==> config.mk <==
export PLATFORM = sky130hd
export DESIGN_NAME = uart_rx
export DESIGN_NICKNAME = d
export VERILOG_FILES = /design/src/rtl/uart_pkg.sv /design/src/rtl/uart_rx_sync.sv /design/src/rtl/uart_rx.sv
export SDC_FILE = /design/constraint.sdc
export NUM_CORES = 1
export LEC_CHECK = 0
export BUFFER_PORTS_ARGS = -buffer_cell sky130_fd_sc_hd__buf_2
export CORE_MARGIN = 3
export CORE_UTILIZATION = 28
export DETAILED_ROUTE_END_ITERATION = 16
export GPL_TIMING_DRIVEN = 0
export PLACE_DENSITY = 0.5
export SYNTH_ARGS = -nofsm -noshare
export SYNTH_HDL_FRONTEND = slang
export SYNTH_SLANG_ARGS = --single-unit
==> constraint.sdc <==
create_clock -name clk -period 2.8 [get_ports clk]
set_clock_uncertainty 0.2 [all_clocks]
set_input_delay 0.14 -clock clk [delete_from_list [all_inputs] [get_ports clk]]
set_output_delay 0.14 -clock clk [all_outputs]
set_load 0.02 [all_outputs]
==> src/rtl/uart_pkg.sv <==
// Shared UART definitions: state encoding (also used by the transmitter's
// state_bits) and bit-period arithmetic.
package uart_pkg;

  typedef enum logic [1:0] {
    ST_IDLE  = 2'b00,
    ST_START = 2'b01,
    ST_DATA  = 2'b11,
    ST_STOP  = 2'b10
  } uart_state_e;

  function automatic int unsigned clocks_per_bit(input int unsigned clk_rate,
                                                 input int unsigned baud_rate);
    return clk_rate / baud_rate;
  endfunction

  function automatic logic majority3(input logic a, input logic b, input logic c);
    return (a & b) | (a & c) | (b & c);
  endfunction

endpackage

==> src/rtl/uart_rx_sync.sv <==
// Two-flop synchronizer for the asynchronous rx line; resets to the idle
// (high) level so reset never looks like a start edge.
module uart_rx_sync (
  input  logic clk,
  input  logic rst,
  input  logic d,
  output logic q
);

  logic [1:0] sync_q;
  logic [1:0] sync_d;

  always_comb begin
    sync_d = {sync_q[0], d};
  end

  always_ff @(posedge clk) begin
    if (rst) begin
      sync_q <= 2'b11;
    end else begin
      sync_q <= sync_d;
    end
  end

  assign q = sync_q[1];

endmodule

==> src/rtl/uart_rx.sv <==
// 8N1 UART receiver, LSB first, mid-bit sampling.
// Optional macro UART_RX_MAJORITY_EN: 2-of-3 majority vote around each sample point.
//
// state   | meaning
// IDLE    | waiting for a synchronized high-to-low edge
// START   | qualifying start bit at mid-bit (glitch reject)
// DATA    | sampling 8 data bits, one per bit period
// STOP    | sampling stop bit, then publish byte or flag framing error
module uart_rx
  import uart_pkg::*;
#(
  parameter int unsigned CLK_RATE  = 50000000,
  parameter int unsigned BAUD_RATE = 115200
) (
  input  logic       clk,
  input  logic       rst,
  input  logic       rx,
  output logic [7:0] data_out,
  output logic       data_valid,
  output logic       frame_error,
  output logic       busy,
  output logic [1:0] state_bits
);

  localparam int unsigned CPB = clocks_per_bit(CLK_RATE, BAUD_RATE);
  localparam int          CW  = $clog2(CPB);
  localparam logic [CW-1:0] MID      = CW'(CPB / 2 - 1);
  localparam logic [CW-1:0] BIT_LAST = CW'(CPB - 1);
`ifdef UART_RX_MAJORITY_EN
  localparam logic [CW-1:0] START_DEC = CW'(CPB / 2);
`else
  localparam logic [CW-1:0] START_DEC = MID;
`endif

  logic rx_s;

  uart_rx_sync u_sync (
    .clk (clk),
    .rst (rst),
    .d   (rx),
    .q   (rx_s)
  );

  uart_state_e   state_q, state_d;
  logic [CW-1:0] cnt_q, cnt_d;
  logic [2:0]    bit_idx_q, bit_idx_d;
  logic [7:0]    shift_q, shift_d;
  logic [7:0]    data_q, data_d;
  logic          valid_q, valid_d;
  logic          ferr_q, ferr_d;
  logic          armed_q, armed_d;
  logic [1:0]    flush_q, flush_d;
  logic          sample;

`ifdef UART_RX_MAJORITY_EN
  // Holds rx_s from the two cycles before the decision point.
  logic [1:0] hist_q, hist_d;

  always_comb begin
    hist_d = {hist_q[0], rx_s};
    sample = majority3(hist_q[1], hist_q[0], rx_s);
  end

  always_ff @(posedge clk) begin
    if (rst) begin
      hist_q <= 2'b11;
    end else begin
      hist_q <= hist_d;
    end
  end
`else
  always_comb begin
    sample = rx_s;
  end
`endif

  // armed_q means "in IDLE, synchronizer flushed, line seen high last cycle",
  // so a low line left over from reset or a bad stop bit never starts a frame.
  always_comb begin
    state_d   = state_q;
    cnt_d     = cnt_q + CW'(1);
    bit_idx_d = bit_idx_q;
    shift_d   = shift_q;
    data_d    = data_q;
    valid_d   = 1'b0;
    ferr_d    = 1'b0;
    armed_d   = 1'b0;
    flush_d   = {flush_q[0], 1'b1};

    case (state_q)
      ST_IDLE: begin
        cnt_d   = '0;
        armed_d = flush_q[1] & rx_s;
        if (armed_q && !rx_s) begin
          state_d = ST_START;
        end
      end
      ST_START: begin
        if (cnt_q == START_DEC) begin
          cnt_d     = '0;
          bit_idx_d = '0;
          state_d   = sample ? ST_IDLE : ST_DATA;
        end
      end
      ST_DATA: begin
        if (cnt_q == BIT_LAST) begin
          cnt_d     = '0;
          shift_d   = {sample, shift_q[7:1]};
          bit_idx_d = bit_idx_q + 3'd1;
          if (bit_idx_q == 3'd7) begin
            state_d = ST_STOP;
          end
        end
      end
      ST_STOP: begin
        if (cnt_q == BIT_LAST) begin
          cnt_d   = '0;
          state_d = ST_IDLE;
          if (sample) begin
            data_d  = shift_q;
            valid_d = 1'b1;
          end else begin
            ferr_d = 1'b1;
          end
        end
      end
      default: begin
        state_d = ST_IDLE;
      end
    endcase
  end

  always_ff @(posedge clk) begin
    if (rst) begin
      state_q   <= ST_IDLE;
      cnt_q     <= '0;
      bit_idx_q <= '0;
      shift_q   <= '0;
      data_q    <= '0;
      valid_q   <= 1'b0;
      ferr_q    <= 1'b0;
      armed_q   <= 1'b0;
      flush_q   <= '0;
    end else begin
      state_q   <= state_d;
      cnt_q     <= cnt_d;
      bit_idx_q <= bit_idx_d;
      shift_q   <= shift_d;
      data_q    <= data_d;
      valid_q   <= valid_d;
      ferr_q    <= ferr_d;
      armed_q   <= armed_d;
      flush_q   <= flush_d;
    end
  end

  assign data_out    = data_q;
  assign data_valid  = valid_q;
  assign frame_error = ferr_q;
  assign busy        = (state_q != ST_IDLE);
  assign state_bits  = state_q;

endmodule
# Word level (Yosys, flattened, before mapping)

Index checks and enable logic that the tools add are counted.

Flip-flop bits (word level): 37
Bits in latches: 0
Bits in writable memories: 0
ROM bits: 0
Input port bits: 3
Output and inout port bits: 13
Logic and storage cells: 56
Memories kept: 0

$add $sub $neg: 2
Multiply operators: 0
Div/mod/pow operators: 0
$lt $le $gt $ge: 0
Eq/ne operators: 11
Shift-type cells: 0
Mux-type cells: 16
Bitwise gates (word level): 4
Reductions and logical operators: 12

Operators by type and width:

| cell                                                            | count |
|---|---|
| 9-bit case mux with 3 select lines                              | 1 |
| 9-bit 2-to-1 mux                                                | 2 |
| 2-bit 2-to-1 mux                                                | 6 |
| 2-bit inequality test, second input constant                    | 5 |
| 9-bit by 1-bit adder with 9-bit output, second input constant   | 1 |
| 9-bit by 8-bit == test with 1-bit output, second input constant | 1 |
| 9-bit == test, second input constant                            | 1 |
| 2-bit case mux with 4 select lines                              | 1 |
| 3-bit 2-to-1 mux                                                | 2 |
| 3-bit case mux with 2 select lines                              | 1 |
| 3-bit AND reduction                                             | 2 |
| 5-bit AND reduction                                             | 1 |
| 2-bit == test, second input constant                            | 2 |
| 2-bit nonzero test                                              | 2 |
| 2-bit OR reduction                                              | 2 |
| 3-bit by 1-bit adder with 3-bit output, second input constant   | 1 |
| 3-bit == test, second input constant                            | 1 |
| 1-bit 2-to-1 mux                                                | 3 |
| 1-bit inverter                                                  | 3 |
| 3-bit OR reduction                                              | 1 |
| 2-bit by 1-bit == test with 1-bit output, second input constant | 1 |
| 2-bit logical NOT                                               | 1 |
| 2-bit AND reduction                                             | 1 |
| 1-bit bitwise AND                                               | 1 |
| other kinds (2)                                                 | 2 |

# Longest topological paths before layout

Gate-level depths: netlist of the first run.

Word-level depth: 4
Gate-level depth with buffers: 7
Depth with buffers taken out: 6

# Modules after synthesis

From an unflattened synthesis of the first run, not the netlist that was laid out.

Cells, all modules: 158
Area, all modules: 1,540.2 µm²

Modules (own cells, without submodules):

| module       | instances | cells each | area each (µm²) |
|---|---|---|---|
| uart_rx      | 1         | 154        | 1,487.7 |
| uart_rx_sync | 1         | 4          | 52.6 |

# Least setup slack after synthesis of the first run

Ideal clock, no wire load.

Path type: register to register
Start: reg cnt_q[0]
End: reg data_q[0], in the netlist data_out[0]
Library setup time: 0.128 ns
Arrival time: 1.414 ns
Data required time: 2.472 ns
Path slack: 1.058 ns
Cell stages (with the launch flop): 6
Path buffers: 0
Clock period less this slack: 1.742 ns
Cells stage by stage: dfxtp_1 > ha_1 > nand4bb_4 > nor3_4 > mux2i_1 > nor2_1

Longest elaborated chain between the ends: 2

RTL lines:

| item                                 | RTL line       | text |
|---|---|---|
| start: declaration                   | uart_rx.sv:45  | `logic [CW-1:0] cnt_q, cnt_d;` |
| start signal: assignment             | uart_rx.sv:146 | `cnt_q <= cnt_d;` |
| 9-bit == test                        | uart_rx.sv:116 | `if (cnt_q == BIT_LAST) begin` |
| 3-bit AND reduction (no source line) | n/a            |  |
| end signal: assignment               | uart_rx.sv:149 | `data_q <= data_d;` |
| end: declaration                     | uart_rx.sv:48  | `logic [7:0] data_q, data_d;` |

No other way between the ends.
A chain may end at the register's enable or synchronous reset.

# Worst setup path in the final report of the first run

Start: reg cnt_q[0]
End: reg data_q[1], in the netlist data_out[1]

The elaborated chain is that of the path after synthesis.

==> results of run 1 <==
cells in the final DEF, fill, tap and decap left out, drive strengths merged, types with 2 or more instances in the layout:
master,n
or2,4
xor2,2
nor2b,3
dfxtp,37
a21o,2
nor4,3
nand3,4
o21ai,5
nand4,2
nor3,5
mux2i,16
a21oi,3
clkbuf,9
o32ai,2
inv,6
nand2,8
ha,5
buf,18
nor2,29
xnor2,4
area by class of cell:
cell class | instances | area share [%]
plain buffers | 7 | 1.92
clock inverters | 3 | 2.53
inverters | 6 | 1.23
clock buffers | 5 | 3.76
well taps | 70 | 4.79
flip-flops and latches | 37 | 40.5
multi-input cells | 108 | 40.6
repair buffers | 16 | 4.65
kinds of logic after synthesis:
kind of cell             count (synthesis)
XOR/XNOR                                 6
multiplexers                            16
AO/OA/AOI/OAI                           16
AND/OR/NAND/NOR                         65
adder cells (fa/ha/maj)                  5
buffers and inverters                   13
flip-flops                              37
report_power, final:
part | switching [mW] | internal [mW]
registers | 0.00254 | 0.530
clock network | 0.198 | 0.266
logic | 0.0133 | 0.00766
total | 0.214 | 0.804
sequential cells by signal, summed over array words and instances, names as in the netlist:
register	count
cnt_q	9
state_bits	2
bit_idx_q	3
data_valid	1
u_sync.sync_q	2
armed_q	1
flush_q	2
data_out	8
shift_q	8
frame_error	1
final timing paths:
kind                               startpoint  slack (ps)                     endpoint
setup / recovery          cnt_q[0]$_SDFF_PP0_         880     data_out[1]$_SDFFE_PP0P_
hold / removal                            rst          90          cnt_q[7]$_SDFF_PP0_
hold reg to reg   u_sync.sync_q[0]$_SDFF_PP1_         210  u_sync.sync_q[1]$_SDFF_PP1_
setup reg to reg          cnt_q[0]$_SDFF_PP0_         880     data_out[1]$_SDFFE_PP0P_
tightest hold or removal path: cells and delay by family:
family | cells | cell delay (ps)
buf+inv | 2 | 260
compound gates | 1 | 80
simple gates | 1 | 50
routing by layer:
metal / share of wire [%] / global-route usage (%) / up-vias
met2: 41 / 13.6 / 15
met5: 0 / 0 / -
li1: - / - / 585
met1: 51 / 12.4 / 510
met3: 4.5 / 3.48 / 9
met4: 2.7 / 6.59 / 0
==> metrics.md, run 1 <==
| Metric | Value |
|---|---|
| Antenna violations before repair | `0` |
| First-pass GRT wire length | `4.73 mm` |
| Final max-slew violation count | `0` |
| Drt total wl | `~2.9 mm` |
| Lkg Pwr | `0.692 nW` |
| Seq cells post-synth | `37` |
| Yosys cell types | `35` |
| Max Root-Sink Buffers | `2` |
| Mapped Area | `1540 µm²` |
| Synth Area in XOR/XNOR | `3.41%` |
| Predominant post-synthesis flop cell | `dfxtp_1` |
| Largest family of logic cells by synthesized area | `simple AND/OR/NAND/NOR gates` |
| Most instantiated cells after synthesis | `dfxtp_1 (37), nor2_1 (29), mux2i_1 (16)` |
| Layout net count | `189` |
| Crit start category | `register` |
| Synth area leader | `dfxtp_1` |
| Fraction of layout cells with a size suffix above 1 | `between 10% and 20%` |
| Fillers | `about 560` |
| Crit path max-delay family | `simple AND/OR/NAND/NOR gates` |
| Vias after detailed routing | `1,119` |
| RSZ-0062 raised after global routing | `no` |
| Vias in the first global route | `1,000` |
| Status | `finished clean` |
| Max_slew headroom | `between 60% and 70%` |
| WHS | `91.6 ps` |
| Final Util | `35.1%` |
| Share of the yosys chip area belonging to registers | `roughly 48%` |
| Largest net degree at the start of global routing | `14` |
| Multi-input logic area | `743 µm²` |
| Sinks on Clock Net | `37` |
| Hold Vio Cnt, Final | `0` |
| Dpl cells | `243` |
| CTS tree | `yes` |
| VDD IR-drop max | `184 µV` |
| Ranking of synthesized cells by area | `dfxtp_1 (48%), mux2i_1 (10%), nor2_1 (7.1%)` |
| Reg area | `741 µm²` |
| Synth async-reset ratio | `0%` |
| Hold/Removal Path Class | `input port to register` |
| ANT cells | `0` |
| Data arrival, critical path | `1890 ps` |
| GP Congestion | `a little over 0.7` |
| Top-count cell post-synth | `dfxtp_1` |
| ANT nets after route | `0` |
| Minimum clock period | `1920 ps` |
| Die W | `80.2 µm` |
| Kind of critical path | `register to register` |
| Final setup fails | `0` |
| CP Buf/Inv Count | `0` |
| Row Count | `26` |
| Clk slew on worst S/H paths | `70 ps` |
| Post-synth EDFFs | `0` |
| Post-CTS sizing | `0` |
| Tightest Pin Transition | `around 500 ps` |
| Crit end category | `register` |
| Synth Area in Compound Gates | `under 10%` |
| Iter 0 DRT Violations | `slightly above 50` |
| Total of max-cap violations | `0` |
| Setup TNS | `0 ps` |
| Max Clock Freq | `0.520 GHz` |
| Post-CTS Setup Bufs | `0` |
| CTS H-tree depth | `2` |
| Vias per inst | `4.44` |
| Clock network latency to the later pin of the worst-skew pair | `290 ps` |
| Die Y | `80.2 µm` |
| GRT Total Usage | `9.76%` |
| Die ar. | `~6400 µm²` |
| Initial Utilization | `between 20 and 30%` |
| Pwr Total | `1.02 mW` |
| Fin area | `between 1500 and 2000 µm²` |
| Worst-path fanout max | `8` |
| Setup slack after layout | `876 ps` |
| PwrDens | `556 nW/µm²` |
| Core footprint | `5200 µm²` |
| Post-synthesis mux area share | `10.4%` |
| Area after DPL | `~1700 µm²` |
| Detail Placement HPWL | `2.02 mm` |
| Finished Layout Cells | `252` |
| Hold_buf cts | `1` |
| CTS Root Cell | `clkbuf_8` |
| Synth top area share | `approximately half` |
| IO Pins | `16` |
| # DRC | `0` |
| Hold path depth | `4` |
| DP Worst Slack | `838 ps` |
| Critical path depth in cells | `5` |
| Num CTS Buffers | `5` |
| Syn Inst Count | `roughly 160` |
| Syn nets | `166` |
| First drt pass iteration count | `4` |
| Post-Synth Simple-Gate Area | `roughly a quarter` |
| Routed wire per std cell | `11.4 µm` |
| Critical Path, Cell by Cell | `ha_1, nand4bb_4, nor3_4, mux2i_1, nor2_1` |
| Remaining Overflow, GRT | `0` |
| Syn Area/Cell | `9.76 µm²` |
| Slowest-stage cell, CP | `nor3_4` |
| Final Cycle Share | `68.7%` |
| FF-to-FF path depth | `5` |
| Synth Warn # | `0` |
| Crit-path max cell delay | `approximately 500 ps` |
| WP data required | `2770 ps` |
| Layout area overhead | `18.7%` |
| IO buf count | `15` |
| Post-Synth Adder-Cell Area | `4.06%` |
(Power assumes the default switching activity.)
==> run 2, diff against run 1 <==
ABC_AREA = 1   (was unset)
clock period = 2 ns   (was 2.8 ns; I/O delays follow)
==> run 2 against run 1 <==
Die area is 1.7% higher. Worst hold slack better by 110 ps. Register-to-register slack worse by 630 ps. Sequential power up 51%. Wire length grew 13%. First-iteration DRC count is 27% higher. Critical path type unchanged. Critical endpoint is now data_out[2]$_SDFFE_PP0P_.
==> metrics.md, run 2 <==
| Metric | Value |
|---|---|
| Status | `finished clean` |
| Detail Placement HPWL | `2.21 mm` |
| Synth Warn # | `0` |
| IO buf count | `14` |
| CP Launch Point | `cnt_q[0]$_SDFF_PP0_` |
| PwrDens | `904 nW/µm²` |
| First drt pass iteration count | `4` |
| Max_slew headroom | `68.0%` |
| Lkg Pwr | `slightly below 0.8 nW` |
| Minimum clock period | `1750 ps` |
| Remaining Overflow, GRT | `0` |
| Vias after detailed routing | `1,268` |
| Area after DPL | `1730 µm²` |
| Initial Utilization | `29.8%` |
| Fillers | `between 500 and 600` |
| Crit start category | `register` |
| End of the critical path | `data_out[2]$_SDFFE_PP0P_` |
| Finished Layout Cells | `293` |
| Vias in the first global route | `1,182` |
| Share of the yosys chip area belonging to registers | `around 47%` |
| Most instantiated cells after synthesis | `nand2_1 (38), dfxtp_1 (37), nor2_1 (23)` |
| Data arrival, critical path | `1720 ps` |
| Max Root-Sink Buffers | `2` |
| CTS tree | `yes` |
| Syn Area/Cell | `7.93 µm²` |
| Sinks on Clock Net | `37` |
| Largest net degree at the start of global routing | `14` |
| Layout area overhead | `19.3%` |
| Total of max-cap violations | `0` |
| Core footprint | `5270 µm²` |
| Hold/Removal Path Class | `register to register` |
| FF-to-FF path depth | `8` |
| ANT nets after route | `0` |
| Synth async-reset ratio | `0%` |
| Crit Reg-Reg Endpoint | `data_out[2]$_SDFFE_PP0P_` |
| Die Y | `about 81 µm` |
| Post-CTS sizing | `0` |
| Most frequent cells in the layout | `nand2_1 (38), dfxtp_1 (37), nor2_1 (23)` |
| Antenna violations before repair | `0` |
| ANT cells | `0` |
| RSZ-0062 raised after global routing | `no` |
| CTS H-tree depth | `2` |
| Die ar. | `6540 µm²` |
| WP data required | `approximately 2000 ps` |
| Fraction of layout cells with a size suffix above 1 | `~17%` |
| Post-synth EDFFs | `0` |
| GP Congestion | `~0.74` |
| Tightest Pin Transition | `approximately 480 ps` |
| First-pass GRT wire length | `approximately 5.4 mm` |
| R2r startpoint | `cnt_q[0]$_SDFF_PP0_` |
| Fin area | `between 1500 and 2000 µm²` |
| Routed wire per std cell | `11.1 µm` |
| IO Pins | `16` |
| Predominant post-synthesis flop cell | `dfxtp_1` |
| Drt total wl | `3.25 mm` |
| Syn Inst Count | `198` |
| Kind of critical path | `register to register` |
| Crit end category | `register` |
| Row Count | `26` |
| Hold Vio Cnt, Final | `0` |
| Dpl cells | `282` |
| Yosys cell types | `25` |
| Die W | `80.9 µm` |
| GRT Total Usage | `10.8%` |
| Mapped Area | `1570 µm²` |
| Hold_buf cts | `3` |
| Clock network latency to the later pin of the worst-skew pair | `between 200 and 300 ps` |
| VDD IR-drop max | `253 µV` |
| Synth area leader | `dfxtp_1` |
| CTS Root Cell | `clkbuf_8` |
| Syn nets | `approximately 210` |
| Num CTS Buffers | `5` |
| Commonest non-fill, non-tap cell in the layout | `nand2_1` |
| # DRC | `0` |
| Layout net count | `230` |
| Worst-path fanout max | `8` |
| Synth top area share | `between 40% and 50%` |
| Iter 0 DRT Violations | `65` |
| Seq cells post-synth | `37` |
| Final Cycle Share | `87.6%` |
| Reg2Reg Setup Slack | `roughly 250 ps` |
| Final setup fails | `0` |
| Vias per inst | `4.33` |
| Top-count cell post-synth | `nand2_1` |
| Max reg flops | `9` |
| Setup TNS | `0 ps` |
| Post-CTS Setup Bufs | `0` |
| Max Clock Freq | `0.571 GHz` |
| Clk slew on worst S/H paths | `around 80 ps` |
| Final max-slew violation count | `0` |
| Top reg by flops | `cnt_q` |
| Ranking of synthesized cells by area | `dfxtp_1 (47%), nand2_1 (9.1%), a21oi_1 (6.4%)` |
[run 2: final cells by class]
type | instances | area (µm²) | area share (%)
Clock buffer | 5 | 68.8 | 3.67
Multi-Input combinational cell | 135 | 702 | 37.5
Timing Repair Buffer | 17 | 100 | 5.34
Tap cell | 70 | 87.6 | 4.68
Buffer | 8 | 60.1 | 3.21
Clock inverter | 3 | 46.3 | 2.47
Sequential cell | 37 | 741 | 39.5
Inverter | 18 | 67.6 | 3.61
[run 2: worst min-delay path by stage]
| stage | start | to | slack, ps | cells after the start |
|---|---|---|---|---|
| finish | flush_q[0]$_DFF_P_ | flush_q[1]$_SDFF_PP0_ | 200 | 2 |
| floorplan | rx | u_sync.sync_q[0]$_SDFF_PP1_ | 4 | 1 |
| global placement | rx | u_sync.sync_q[0]$_SDFF_PP1_ | 90 | 2 |
| CTS | flush_q[0]$_DFF_P_ | flush_q[1]$_SDFF_PP0_ | 200 | 2 |
| detailed placement | rx | u_sync.sync_q[0]$_SDFF_PP1_ | 90 | 2 |
| global route | flush_q[0]$_DFF_P_ | flush_q[1]$_SDFF_PP0_ | 230 | 2 |
[run 2: power by group]
part | switching, mW | total [mW] | internal, mW
registers | 0.0408 | 0.805 | 0.765
clock network | 0.287 | 0.660 | 0.373
logic | 0.154 | 0.228 | 0.0735
[run 2: layer usage]
layer  wire length (µm)  vias to the layer above  track usage [%]
li1                   -                      696                -
met1               1680                      549             13.5
met2               1400                       17             17.2
met3                105                        6             3.55
met4                 63                        0             4.05
met5                  0                        -                0
[run 2: critical path, stage by stage (launching register included)]
cell,delay (ps)
dfxtp_1,400
ha_1,180
nand2_1,50
nor2_1,120
nand2_2,70
inv_2,70
nand3_1,300
nand2_1,160
a21oi_1,70
[run 2: logic make-up (layout without fill, tap and decap cells)]
| kind of cell | count (synthesis) | count (layout) | synth area share (%) |
|---|---|---|---|
| simple gates | 104 | 104 | 31.5 |
| flops | 37 | 37 | 47.2 |
| buf+inv | 26 | 51 | 8.13 |
| compound gates | 22 | 22 | 7.01 |
| fa+ha+maj | 5 | 5 | 3.98 |
| xor+xnor | 4 | 4 | 2.23 |
[run 2: per-stage QoR]
stage / util [%] / power [mW] / hold WS (ps) / setup WS (ps)
floorplan: - / 0.984 / 3.81 / 462
global placement: 32.8 / 1.05 / 86.1 / 223
detailed placement: 32.8 / 1.05 / 86.1 / 242
CTS: 35.5 / 1.72 / 204 / 227
global route: 35.5 / 1.79 / 227 / 32.2
finish: 35.5 / 1.69 / 205 / 248
